$ cat config.mk
export PLATFORM = sky130hd
export DESIGN_NAME = tm1638_hex_scanner_flat
export DESIGN_NICKNAME = d
export VERILOG_FILES = /design/src/rtl/tm1638_hex_scanner_if.sv /design/src/rtl/tm1638_hex_scanner.sv /design/src/flat_wrapper.sv
export SDC_FILE = /design/constraint.sdc
export NUM_CORES = 1
export LEC_CHECK = 0
export ABC_CLOCK_PERIOD_IN_PS = 10200
export BUFFER_PORTS_ARGS = -buffer_cell sky130_fd_sc_hd__buf_4
export CORE_MARGIN = 2
export CORE_UTILIZATION = 60
export CTS_CLUSTER_SIZE = 30
export DETAILED_ROUTE_END_ITERATION = 7
export PLACE_DENSITY = 0.85
export SLEW_MARGIN = 20
export SYNTH_ARGS = -nofsm -noshare
export SYNTH_HDL_FRONTEND = slang
export SYNTH_SLANG_ARGS = --single-unit
export TNS_END_PERCENT = 5
$ cat constraint.sdc
create_clock -name clk -period 10.2 [get_ports clk]
set_clock_uncertainty 0.1 [all_clocks]
set_input_delay 2.04 -clock clk [delete_from_list [all_inputs] [get_ports clk]]
set_output_delay 2.04 -clock clk [all_outputs]
set_load 0.05 [all_outputs]
$ cat src/rtl/tm1638_hex_scanner_if.sv
// Display-data bus between a hex source and tm1638_hex_scanner: staging inputs
// in one direction, the scanned segment/digit stream in the other.
interface tm1638_hex_scanner_if #(
    parameter int w_digit = 8
);
    logic [4*w_digit-1:0] value;
    logic [w_digit-1:0]   dots;
    logic                 lz_blank;
    logic                 load;
    logic                 pending;
    logic [7:0]           abcdefgh;
    logic [w_digit-1:0]   digit;
    logic                 frame_start;

    modport master (
        output value, dots, lz_blank, load,
        input  pending, abcdefgh, digit, frame_start
    );

    modport slave (
        input  value, dots, lz_blank, load,
        output pending, abcdefgh, digit, frame_start
    );
endinterface

$ cat src/rtl/tm1638_hex_scanner.sv
// Time-multiplexed hex display scanner with frame-aligned double buffering and
// optional leading-zero suppression; feeds tm1638_board_controller.
module tm1638_hex_scanner #(
    parameter int clk_mhz  = 27,
    parameter int w_digit  = 8,
    parameter int digit_us = 1000
) (
    input  logic                  clk,
    input  logic                  rst,
    tm1638_hex_scanner_if.slave   bus
);
    localparam int P  = clk_mhz * digit_us;
    localparam int CW = $clog2(P);
    localparam int IW = $clog2(w_digit);

    logic [CW-1:0]          cnt_q, cnt_d;
    logic [IW-1:0]          idx_q, idx_d;
    logic [4*w_digit-1:0]   stg_val_q, stg_val_d, com_val_q, com_val_d;
    logic [w_digit-1:0]     stg_dots_q, stg_dots_d, com_dots_q, com_dots_d;
    logic                   stg_lz_q, stg_lz_d, com_lz_q, com_lz_d;
    logic                   pending_q, pending_d;
    logic [7:0]             seg_q, seg_d;
    logic [w_digit-1:0]     digit_q, digit_d;
    logic                   fs_q, fs_d;
    logic                   tick, boundary, zero_run, blank;
    logic [w_digit-1:0]     lead_zero;

    function automatic logic [7:0] font(input logic [3:0] nib);
        case (nib)
            4'h0: font = 8'hFC;  4'h1: font = 8'h60;  4'h2: font = 8'hDA;  4'h3: font = 8'hF2;
            4'h4: font = 8'h66;  4'h5: font = 8'hB6;  4'h6: font = 8'hBE;  4'h7: font = 8'hE0;
            4'h8: font = 8'hFE;  4'h9: font = 8'hF6;  4'hA: font = 8'hEE;  4'hB: font = 8'h3E;
            4'hC: font = 8'h9C;  4'hD: font = 8'h7A;  4'hE: font = 8'h9E;  default: font = 8'h8E;
        endcase
    endfunction

    always_comb begin
        tick     = (cnt_q == CW'(P - 1));
        cnt_d    = tick ? '0 : cnt_q + CW'(1);
        idx_d    = idx_q;
        if (tick)
            idx_d = (idx_q == IW'(w_digit - 1)) ? '0 : idx_q + IW'(1);
        boundary = tick && (idx_d == '0);

        stg_val_d  = stg_val_q;
        stg_dots_d = stg_dots_q;
        stg_lz_d   = stg_lz_q;
        com_val_d  = com_val_q;
        com_dots_d = com_dots_q;
        com_lz_d   = com_lz_q;
        pending_d  = pending_q;

        // A load landing on the boundary itself skips staging and wins over older staged data.
        if (boundary) begin
            pending_d = 1'b0;
            if (bus.load) begin
                com_val_d  = bus.value;
                com_dots_d = bus.dots;
                com_lz_d   = bus.lz_blank;
            end else if (pending_q) begin
                com_val_d  = stg_val_q;
                com_dots_d = stg_dots_q;
                com_lz_d   = stg_lz_q;
            end
        end else if (bus.load) begin
            stg_val_d  = bus.value;
            stg_dots_d = bus.dots;
            stg_lz_d   = bus.lz_blank;
            pending_d  = 1'b1;
        end

        zero_run = 1'b1;
        for (int i = w_digit - 1; i >= 0; i--) begin
            zero_run     = zero_run & (com_val_d[4*i +: 4] == 4'h0);
            lead_zero[i] = zero_run;
        end
        blank = com_lz_d && lead_zero[idx_d] && (idx_d != '0);

        // Segments are built from the post-commit data so digit 0 of a new frame is already fresh.
        seg_d   = seg_q;
        digit_d = digit_q;
        fs_d    = 1'b0;
        if (tick) begin
            digit_d  = {{(w_digit-1){1'b0}}, 1'b1} << idx_d;
            seg_d    = blank ? 8'h00 : font(com_val_d[4*idx_d +: 4]);
            seg_d[0] = com_dots_d[idx_d];
            fs_d     = boundary;
        end
    end

    always_ff @(posedge clk) begin
        if (rst) begin
            cnt_q      <= '0;
            idx_q      <= IW'(w_digit - 1);
            stg_val_q  <= '0;
            stg_dots_q <= '0;
            stg_lz_q   <= 1'b0;
            com_val_q  <= '0;
            com_dots_q <= '0;
            com_lz_q   <= 1'b0;
            pending_q  <= 1'b0;
            seg_q      <= '0;
            digit_q    <= '0;
            fs_q       <= 1'b0;
        end else begin
            cnt_q      <= cnt_d;
            idx_q      <= idx_d;
            stg_val_q  <= stg_val_d;
            stg_dots_q <= stg_dots_d;
            stg_lz_q   <= stg_lz_d;
            com_val_q  <= com_val_d;
            com_dots_q <= com_dots_d;
            com_lz_q   <= com_lz_d;
            pending_q  <= pending_d;
            seg_q      <= seg_d;
            digit_q    <= digit_d;
            fs_q       <= fs_d;
        end
    end

    assign bus.pending     = pending_q;
    assign bus.abcdefgh    = seg_q;
    assign bus.digit       = digit_q;
    assign bus.frame_start = fs_q;
endmodule
$ cat src/flat_wrapper.sv
// flat-port wrapper written by rule: the top's interface ports become plain ports
module tm1638_hex_scanner_flat 
#(
    parameter int clk_mhz  = 27,
    parameter int w_digit  = 8,
    parameter int digit_us = 1000
)
  (clk, rst, bus_value, bus_dots, bus_lz_blank, bus_load, bus_pending, bus_abcdefgh, bus_digit, bus_frame_start);
  tm1638_hex_scanner_if #(.w_digit(w_digit)) bus_i ();
  input  logic clk;
  input  logic rst;
  input wire logic [$bits(bus_i.value)-1:0] bus_value;
  input wire logic [$bits(bus_i.dots)-1:0] bus_dots;
  input wire logic [$bits(bus_i.lz_blank)-1:0] bus_lz_blank;
  input wire logic [$bits(bus_i.load)-1:0] bus_load;
  output wire logic [$bits(bus_i.pending)-1:0] bus_pending;
  output wire logic [$bits(bus_i.abcdefgh)-1:0] bus_abcdefgh;
  output wire logic [$bits(bus_i.digit)-1:0] bus_digit;
  output wire logic [$bits(bus_i.frame_start)-1:0] bus_frame_start;
  assign bus_i.value = bus_value;
  assign bus_i.dots = bus_dots;
  assign bus_i.lz_blank = bus_lz_blank;
  assign bus_i.load = bus_load;
  assign bus_pending = bus_i.pending;
  assign bus_abcdefgh = bus_i.abcdefgh;
  assign bus_digit = bus_i.digit;
  assign bus_frame_start = bus_i.frame_start;
  tm1638_hex_scanner #(.clk_mhz(clk_mhz), .w_digit(w_digit), .digit_us(digit_us)) u_core (.clk(clk), .rst(rst), .bus(bus_i));
endmodule
==> results.json, run 1 <==
{
  "drv_slew": 0,
  "p_int_uw": 956.1,
  "synth_area_leaders": "dfxtp_1 (39%), nand2_1 (8.3%), nor2_1 (5.7%), a21oi_1 (5.1%), o22ai_1 (3.6%)",
  "tns_ns": 0,
  "nFillCells": 779,
  "coreArea_um2": 9729,
  "status": "finished clean",
  "drv_cap": 0,
  "cts_made_buffers": 17,
  "initial_core_util_pct": 61.52,
  "yosysTopAreaCellShare_pct": 39.46,
  "critical-path-top-delay-family": "simple AND/OR/NAND/NOR gates",
  "crit_path_start_kind": "input pin",
  "gp_congestion": 1.024,
  "rsz0062_at_grt": "no",
  "viasPerCell": 6.372,
  "worstPathArrival_ns": 5.66,
  "synth_fa_ha_area_share_pct": 1.881,
  "cts_root_buf": "clkbuf_8",
  "postCtsSetupBuffers": 0,
  "grt-ovfl-total": 0,
  "insertion_delay_ns": 0.54,
  "drc": 0,
  "crit_required_ns": 10.52,
  "fmax_mhz": 187.4,
  "power_frac_comb_pct": 5.0,
  "ys.flop_type": "dfxtp_1",
  "post_cts_resized": 0,
  "syn-instance-count": 734,
  "die_area_um2": 10790,
  "finalWirelength_um": 16880,
  "first_pass_iters": 5,
  "ys_ff_latch": 118,
  "syn-num-nets": 787,
  "drive_above_1_share_pct": 15.94,
  "p_leak_uw": 0.002821,
  "clockBufferDepth": 2,
  "row_count": 36,
  "grt_pass1_wl_um": 27610,
  "vdd_drop_max_mv": 0.2579,
  "fin_nets": 818,
  "min_period_over_period_pct": 52.30,
  "drtAntennaViolNets": 0,
  "synth_cell_types": 72,
  "seqPwrFrac_pct": 39.6,
  "p_clk_share_pct": 55.4,
  "total_power_uw": 1210,
  "track_usage_pct": 31.76,
  "cts-hold-fix-buffers": 0,
  "seq_area_frac_synth_pct": 39.46,
  "crit_type": "in -> reg",
  "antenna_found_initial": 0,
  "syn_area_per_cell_um2": 8.155,
  "numPortBuffers": 61,
  "critPathBufInv": 4,
  "grt_pass1_vias": 5711,
  "synth_top_family_by_area": "simple AND/OR/NAND/NOR gates",
  "hold_viol": 0,
  "netSwitchingPower_uw": 253.6,
  "dp_slack_ns": 4.502,
  "setup-violations-final": 0,
  "p_per_area_nw_per_um2": 171.7,
  "synth_largest_area_cell": "dfxtp_1",
  "synth-async-reset-ratio_pct": 0,
  "clk_pin_slew_ns": 0.05,
  "crit_top_cell": "inv_1",
  "synth-simple-area-share_pct": 24.23,
  "path_cells": "buf_4 > inv_1 > nor3_4 > a22o_1 > nor4_1 > o41ai_1 > o211ai_1 > inv_1 > ha_1 > inv_1 > nor3b_1 > a211o_1 > o21ai_1",
  "whs_ns": 0.3507,
  "swShare_pct": 20.97,
  "yosys_warnings": 0,
  "hpwlAfterDp_um": 10670,
  "synth-edff-count": 0,
  "tightest_slew_ns": 1.119,
  "h-tree-depth": 4,
  "drt-wirelength-per-cell_um": 18.53,
  "ioPinCount": 62,
  "grt_max_degree": 100,
  "dieWidth_um": 103.9,
  "critPathMaxStageDelay_ns": 1.00,
  "end_kind": "flop",
  "netlist_area_um2": 5986,
  "max_slew_margin_pct": 23.94,
  "synth-compound-area-share_pct": 23.20,
  "synthMuxAreaShare_pct": 3.282,
  "cpMaxStageDelayCell": "nor3_4",
  "setup_slack_ns": 4.865,
  "crit_path_max_fanout": 22,
  "hold_class": "reg -> reg",
  "drtIter0Drc": 675,
  "dr_total_vias": 5805,
  "fin_crit_ns": 5.335,
  "die_h_um": 103.9,
  "syn_to_final_growth_pct": 17.70,
  "clock-sinks": 118,
  "num_antenna_cells": 0,
  "cts_tree": "done",
  "yosys.area_share.xor_xnor_pct": 2.780
}
[registers in the layout, indices dropped and copies added (netlist names)]
register                count
u_core.stg_lz_q             1
u_core.bus.abcdefgh         8
u_core.cnt_q               15
u_core.stg_dots_q           8
u_core.com_lz_q             1
u_core.bus.frame_start      1
u_core.idx_q                3
u_core.bus.digit            8
u_core.stg_val_q           32
u_core.com_val_q           32
u_core.bus.pending          1
u_core.com_dots_q           8
[path summary, 6_finish.rpt]
check                                       from                                  end  slack, ns  cells after the start
max                                     bus_load  u_core.bus.abcdefgh[3]$_SDFFE_PP0N_       4.87                     13
min          u_core.bus.abcdefgh[6]$_SDFFE_PP0N_  u_core.bus.abcdefgh[6]$_SDFFE_PP0N_       0.35                      2
max reg2reg           u_core.idx_q[0]$_SDFF_PP1_  u_core.bus.abcdefgh[3]$_SDFFE_PP0N_       5.66                     15
min reg2reg  u_core.bus.abcdefgh[6]$_SDFFE_PP0N_  u_core.bus.abcdefgh[6]$_SDFFE_PP0N_       0.35                      2
[Yosys cell counts (4+ instances only)]
library cell,number
o41ai_1,4
nand3_1,18
o22ai_1,34
clkbuf_1,28
a221oi_2,9
buf_2,12
a22oi_1,9
a21oi_1,61
nor2b_1,11
nor2_1,91
nor3_1,11
a221oi_1,4
ha_1,9
nand4_1,14
nand2_1,132
o21ai_1,6
xor2_1,10
xnor2_1,9
nand2b_1,13
o21ai_0,7
a221o_1,4
o31ai_1,6
mux2i_1,12
buf_4,4
o22a_1,4
buf_1,6
a21o_1,18
dfxtp_1,118
inv_1,10
[power groups by stage]
stage	registers, µW	logic, µW	clock network [µW]
floorplan	486	34.9	0
global placement	488	56.8	0
detailed placement	488	59.1	0
CTS	479	60.0	671
global route	480	66.2	697
finish	479	61.1	670
[logic make-up after synthesis]
| logic type | count (synthesis) |
|---|---|
| muxes | 17 |
| AOI/OAI and AO/OA | 196 |
| DFF | 118 |
| adders and majority gates | 9 |
| and+or+nand+nor | 311 |
| xor gates and xnor gates | 19 |
| buffers and inverters | 64 |
[tightest hold or removal path, cell delays in order, from the launching register on]
cell and delay (ns):
dfxtp_1 0.31, nand2_1 0.05, o21ai_1 0.05
[stage by stage]
| stage | cell area, µm² | utilization, % | cells |
|---|---|---|---|
| floorplan | 5986 | - | 734 |
| global placement | 6379 | 65.56 | 879 |
| detailed placement | 6379 | 65.56 | 879 |
| CTS | 7046 | 72.42 | 911 |
| global route | 7046 | 72.42 | 911 |
| finish | 7046 | 72.42 | 911 |
[per-layer routing]
| layer | vias up | track usage, % | wire length [µm] |
|---|---|---|---|
| li1 | 2671 | - | - |
| met1 | 2745 | 36.99 | 6434 |
| met2 | 328 | 53.85 | 8554 |
| met3 | 61 | 8.271 | 1348 |
| met4 | 0 | 16.31 | 540 |
| met5 | - | 0 | 0 |
[cells in the final DEF (no fill, tap or decap), drive strengths merged, types with 3 or more instances in the layout]
| master | Yosys | routed |
|---|---|---|
| nand2b | 13 | 13 |
| a221o | 5 | 5 |
| xnor2 | 9 | 9 |
| a22oi | 9 | 9 |
| nor3 | 12 | 12 |
| and2 | 3 | 3 |
| bufinv | 0 | 5 |
| o211ai | 3 | 3 |
| a22o | 3 | 3 |
| inv | 10 | 10 |
| xor2 | 10 | 10 |
| a221oi | 14 | 14 |
| o41ai | 4 | 4 |
| o21ai | 14 | 14 |
| nand3 | 20 | 20 |
| nand4 | 15 | 15 |
| a21oi | 61 | 61 |
| ha | 9 | 9 |
| nor3b | 3 | 3 |
| dfxtp | 118 | 118 |
| clkbuf | 28 | 25 |
| mux2i | 14 | 14 |
| nor2 | 91 | 91 |
| nor2b | 11 | 11 |
| o31ai | 6 | 6 |
| o22a | 4 | 4 |
| o22ai | 34 | 34 |
| nand2 | 133 | 133 |
| a21o | 18 | 18 |
| buf | 26 | 66 |
[final cells by class]
| class | instances | area (µm²) | share of cell area, % |
|---|---|---|---|
| multi-input cells | 552 | 3317 | 47.08 |
| flip-flops and latches | 118 | 2362 | 33.53 |
| clock buffers | 25 | 504.2 | 7.157 |
| repair buffers | 66 | 495.5 | 7.032 |
| well taps | 133 | 166.4 | 2.362 |
| clock inverters | 7 | 162.7 | 2.309 |
| inverters | 10 | 37.54 | 0.5328 |
No activity file was read; power rests on OpenSTA's default activity.
==> inputs of run 2 (changes only) <==
- ABC_AREA: not set -> 1
- ABC_CLOCK_PERIOD_IN_PS: 10200 -> 5600
- CORE_UTILIZATION: 60 -> 59
- PLACE_DENSITY: 0.85 -> 0.84
- clock period: 10.2 -> 5.6 ns (I/O delays scaled with it)
==> run 2 against run 1 <==
Net effect: setup slack got worse by 3.2 ns; sequential power increased by 83%; hold slack got worse by 0.0015 ns; clock power increased by 70%; register-to-register slack got worse by 3.9 ns; via count increased by 2.5%; cell area increased by 1.5%; combinational power increased by 120%; wire length decreased by 5.8%; core utilization decreased by 2.2 points; sequential cell count unchanged; largest power group unchanged.
==> results.json, run 2 <==
{
  "seq_area_frac_synth_pct": 38.70,
  "vdd_drop_max_mv": 0.2555,
  "cts_root_buf": "clkbuf_8",
  "first_pass_iters": 5,
  "h-tree-depth": 4,
  "top_regs": "u_core.com_val_q (32), u_core.stg_val_q (32), u_core.cnt_q (15)",
  "coreArea_um2": 10180,
  "hold_class": "reg -> reg",
  "hold_path.startpoint": "u_core.cnt_q[0]$_SDFF_PP0_",
  "syn_area_per_cell_um2": 6.985,
  "fin_cells": 1064,
  "mostFrequentLayoutCells": "nand2_1 (191), nor2_1 (120), dfxtp_1 (118)",
  "drt-wirelength-per-cell_um": 14.95,
  "synth-edff-count": 0,
  "yosys_warnings": 0,
  "track_usage_pct": 28.85,
  "p_per_area_nw_per_um2": 300.9,
  "r2r-start": "u_core.cnt_q[0]$_SDFF_PP0_",
  "drive_above_1_share_pct": 15.84,
  "worstHoldEndpoint": "u_core.cnt_q[0]$_SDFF_PP0_",
  "tns_ns": 0,
  "yosysMostFrequentCell": "nand2_1",
  "clk_pin_slew_ns": 0.06,
  "finalWirelength_um": 15910,
  "row_count": 37,
  "drtAntennaViolNets": 0,
  "setup-violations-final": 0,
  "grt-ovfl-total": 0,
  "p_leak_uw": 0.003312,
  "dieWidth_um": 105.7,
  "wl_met1_um": 6817,
  "fin_crit_ns": 3.890,
  "synth_largest_area_cell": "dfxtp_1",
  "drv_cap": 0,
  "grt_pass1_vias": 5543,
  "reg2reg_depth": 21,
  "end_kind": "flop",
  "syn_to_final_growth_pct": 17.18,
  "hold_viol": 0,
  "viasPerCell": 5.594,
  "die_h_um": 105.7,
  "wl_met3_um": 1138,
  "initial_core_util_pct": 59.94,
  "gp_congestion": 0.9026,
  "dp_cells": 1032,
  "grt_max_degree": 62,
  "grt_pass1_wl_um": 25900,
  "routed-wl-met2_um": 7443,
  "mostFrequentLayoutCell": "nand2_1",
  "crit_type": "in -> reg",
  "num_antenna_cells": 0,
  "max_slew_margin_pct": 30.14,
  "syn-instance-count": 874,
  "tightest_slew_ns": 1.047,
  "netlist_area_um2": 6105,
  "status": "finished clean",
  "cts_made_buffers": 17,
  "ys.flop_type": "dfxtp_1",
  "drtIter0Drc": 574,
  "clock-sinks": 118,
  "antenna_found_initial": 0,
  "syn-num-nets": 927,
  "synth_common_cells": "nand2_1 (191), nor2_1 (120), dfxtp_1 (118)",
  "crit_path_start_kind": "input pin",
  "dr_total_vias": 5952,
  "rsz0062_at_grt": "no",
  "cts-hold-fix-buffers": 0,
  "hpwlAfterDp_um": 10300,
  "min_path_cells": 1,
  "ioPinCount": 62,
  "cts_tree": "done",
  "fmax_mhz": 257.1,
  "r2r_setup_slack_ns": 1.78,
  "synth_cell_types": 51,
  "drv_slew": 0,
  "crit_path_max_fanout": 33,
  "post_cts_resized": 0,
  "drc": 0,
  "numPortBuffers": 61,
  "ys_ff_latch": 118,
  "synth_area_leaders": "dfxtp_1 (39%), nand2_1 (12%), nor2_1 (7.4%), inv_1 (5.4%), o21ai_0 (5.2%)",
  "setup_slack_ns": 1.710,
  "dp_slack_ns": 1.269,
  "fin_nets": 968,
  "yosysTopAreaCellShare_pct": 38.70,
  "topRoutingLayerUsed": "met4",
  "postCtsSetupBuffers": 0,
  "min_period_over_period_pct": 69.46,
  "synth-async-reset-ratio_pct": 0,
  "reg2reg_to": "u_core.bus.abcdefgh[7]$_SDFFE_PP0N_",
  "worstPathArrival_ns": 4.27,
  "die_area_um2": 11180,
  "insertion_delay_ns": 0.53,
  "clockBufferDepth": 2,
  "crit_required_ns": 5.98
}
## run 2: layout make-up
class	instances	area, µm²
sequential	118	2362
tap	136	170.2
clock inverter	12	176.4
inverter	100	375.4
fill	847	3032
timing repair buffer	64	480.5
multi-input combinational	614	3143
clock buffer	20	445.4
## run 2: logic make-up after synthesis
| kind of cell | count (synthesis) | share of synthesized area, % |
|---|---|---|
| buffers and inverters | 142 | 9.818 |
| and+or+nand+nor | 419 | 30.70 |
| muxes | 6 | 0.9838 |
| adders and majority gates | 9 | 1.845 |
| DFF | 118 | 38.70 |
| xor gates and xnor gates | 3 | 0.4305 |
| AOI/OAI and AO/OA | 177 | 17.52 |
## run 2: metrics by stage
stage	cell area, µm²	utilization [%]	power, µW	hold WS [ns]
floorplan	6105	-	975.1	0.3175
global placement	6531	64.13	1021	0.3331
detailed placement	6531	64.13	1024	0.3379
CTS	7153	70.23	2150	0.3501
global route	7153	70.23	2210	0.3808
finish	7153	70.23	2152	0.3492
## run 2: per-layer routing
metal,vias to the layer above,global-route usage (%)
li1,2948,-
met1,2725,36.91
met2,235,46.96
met3,44,5.318
met4,0,13.82
met5,-,0
## run 2: worst max-delay path by stage
stage / startpoint / endpoint / slack (ns)
floorplan: bus_load / u_core.bus.abcdefgh[7]$_SDFFE_PP0N_ / 2.26
global placement: bus_load / u_core.bus.abcdefgh[7]$_SDFFE_PP0N_ / 1.39
detailed placement: bus_load / u_core.bus.abcdefgh[7]$_SDFFE_PP0N_ / 1.27
CTS: bus_load / u_core.bus.abcdefgh[7]$_SDFFE_PP0N_ / 1.80
global route: bus_load / u_core.bus.abcdefgh[7]$_SDFFE_PP0N_ / 1.35
finish: bus_load / u_core.bus.abcdefgh[7]$_SDFFE_PP0N_ / 1.71
## run 2: critical path, cell delays in order
cell      delay [ns]
buf_4           0.27
inv_1           0.08
buf_4           0.24
nand2_1         0.49
clkinv_1        0.51
a21oi_1         0.30
o21ai_2         0.10
nand2_1         0.07
nand4_1         0.10
nand2_1         0.15
inv_1           0.10
ha_1            0.24
inv_1           0.09
nor2_1          0.04
nand2_1         0.07
nand2_1         0.05
nor2_1          0.09
nand3_1         0.07
nand2_1         0.05
## run 2: power breakdown
group          switching (µW)  leakage [µW]  total, µW  internal (µW)
clock network             397      0.000301       1140            745
logic                    80.2       0.00205        134           54.0
registers                12.7      0.000962        876            863
total                     490       0.00331       2150           1660
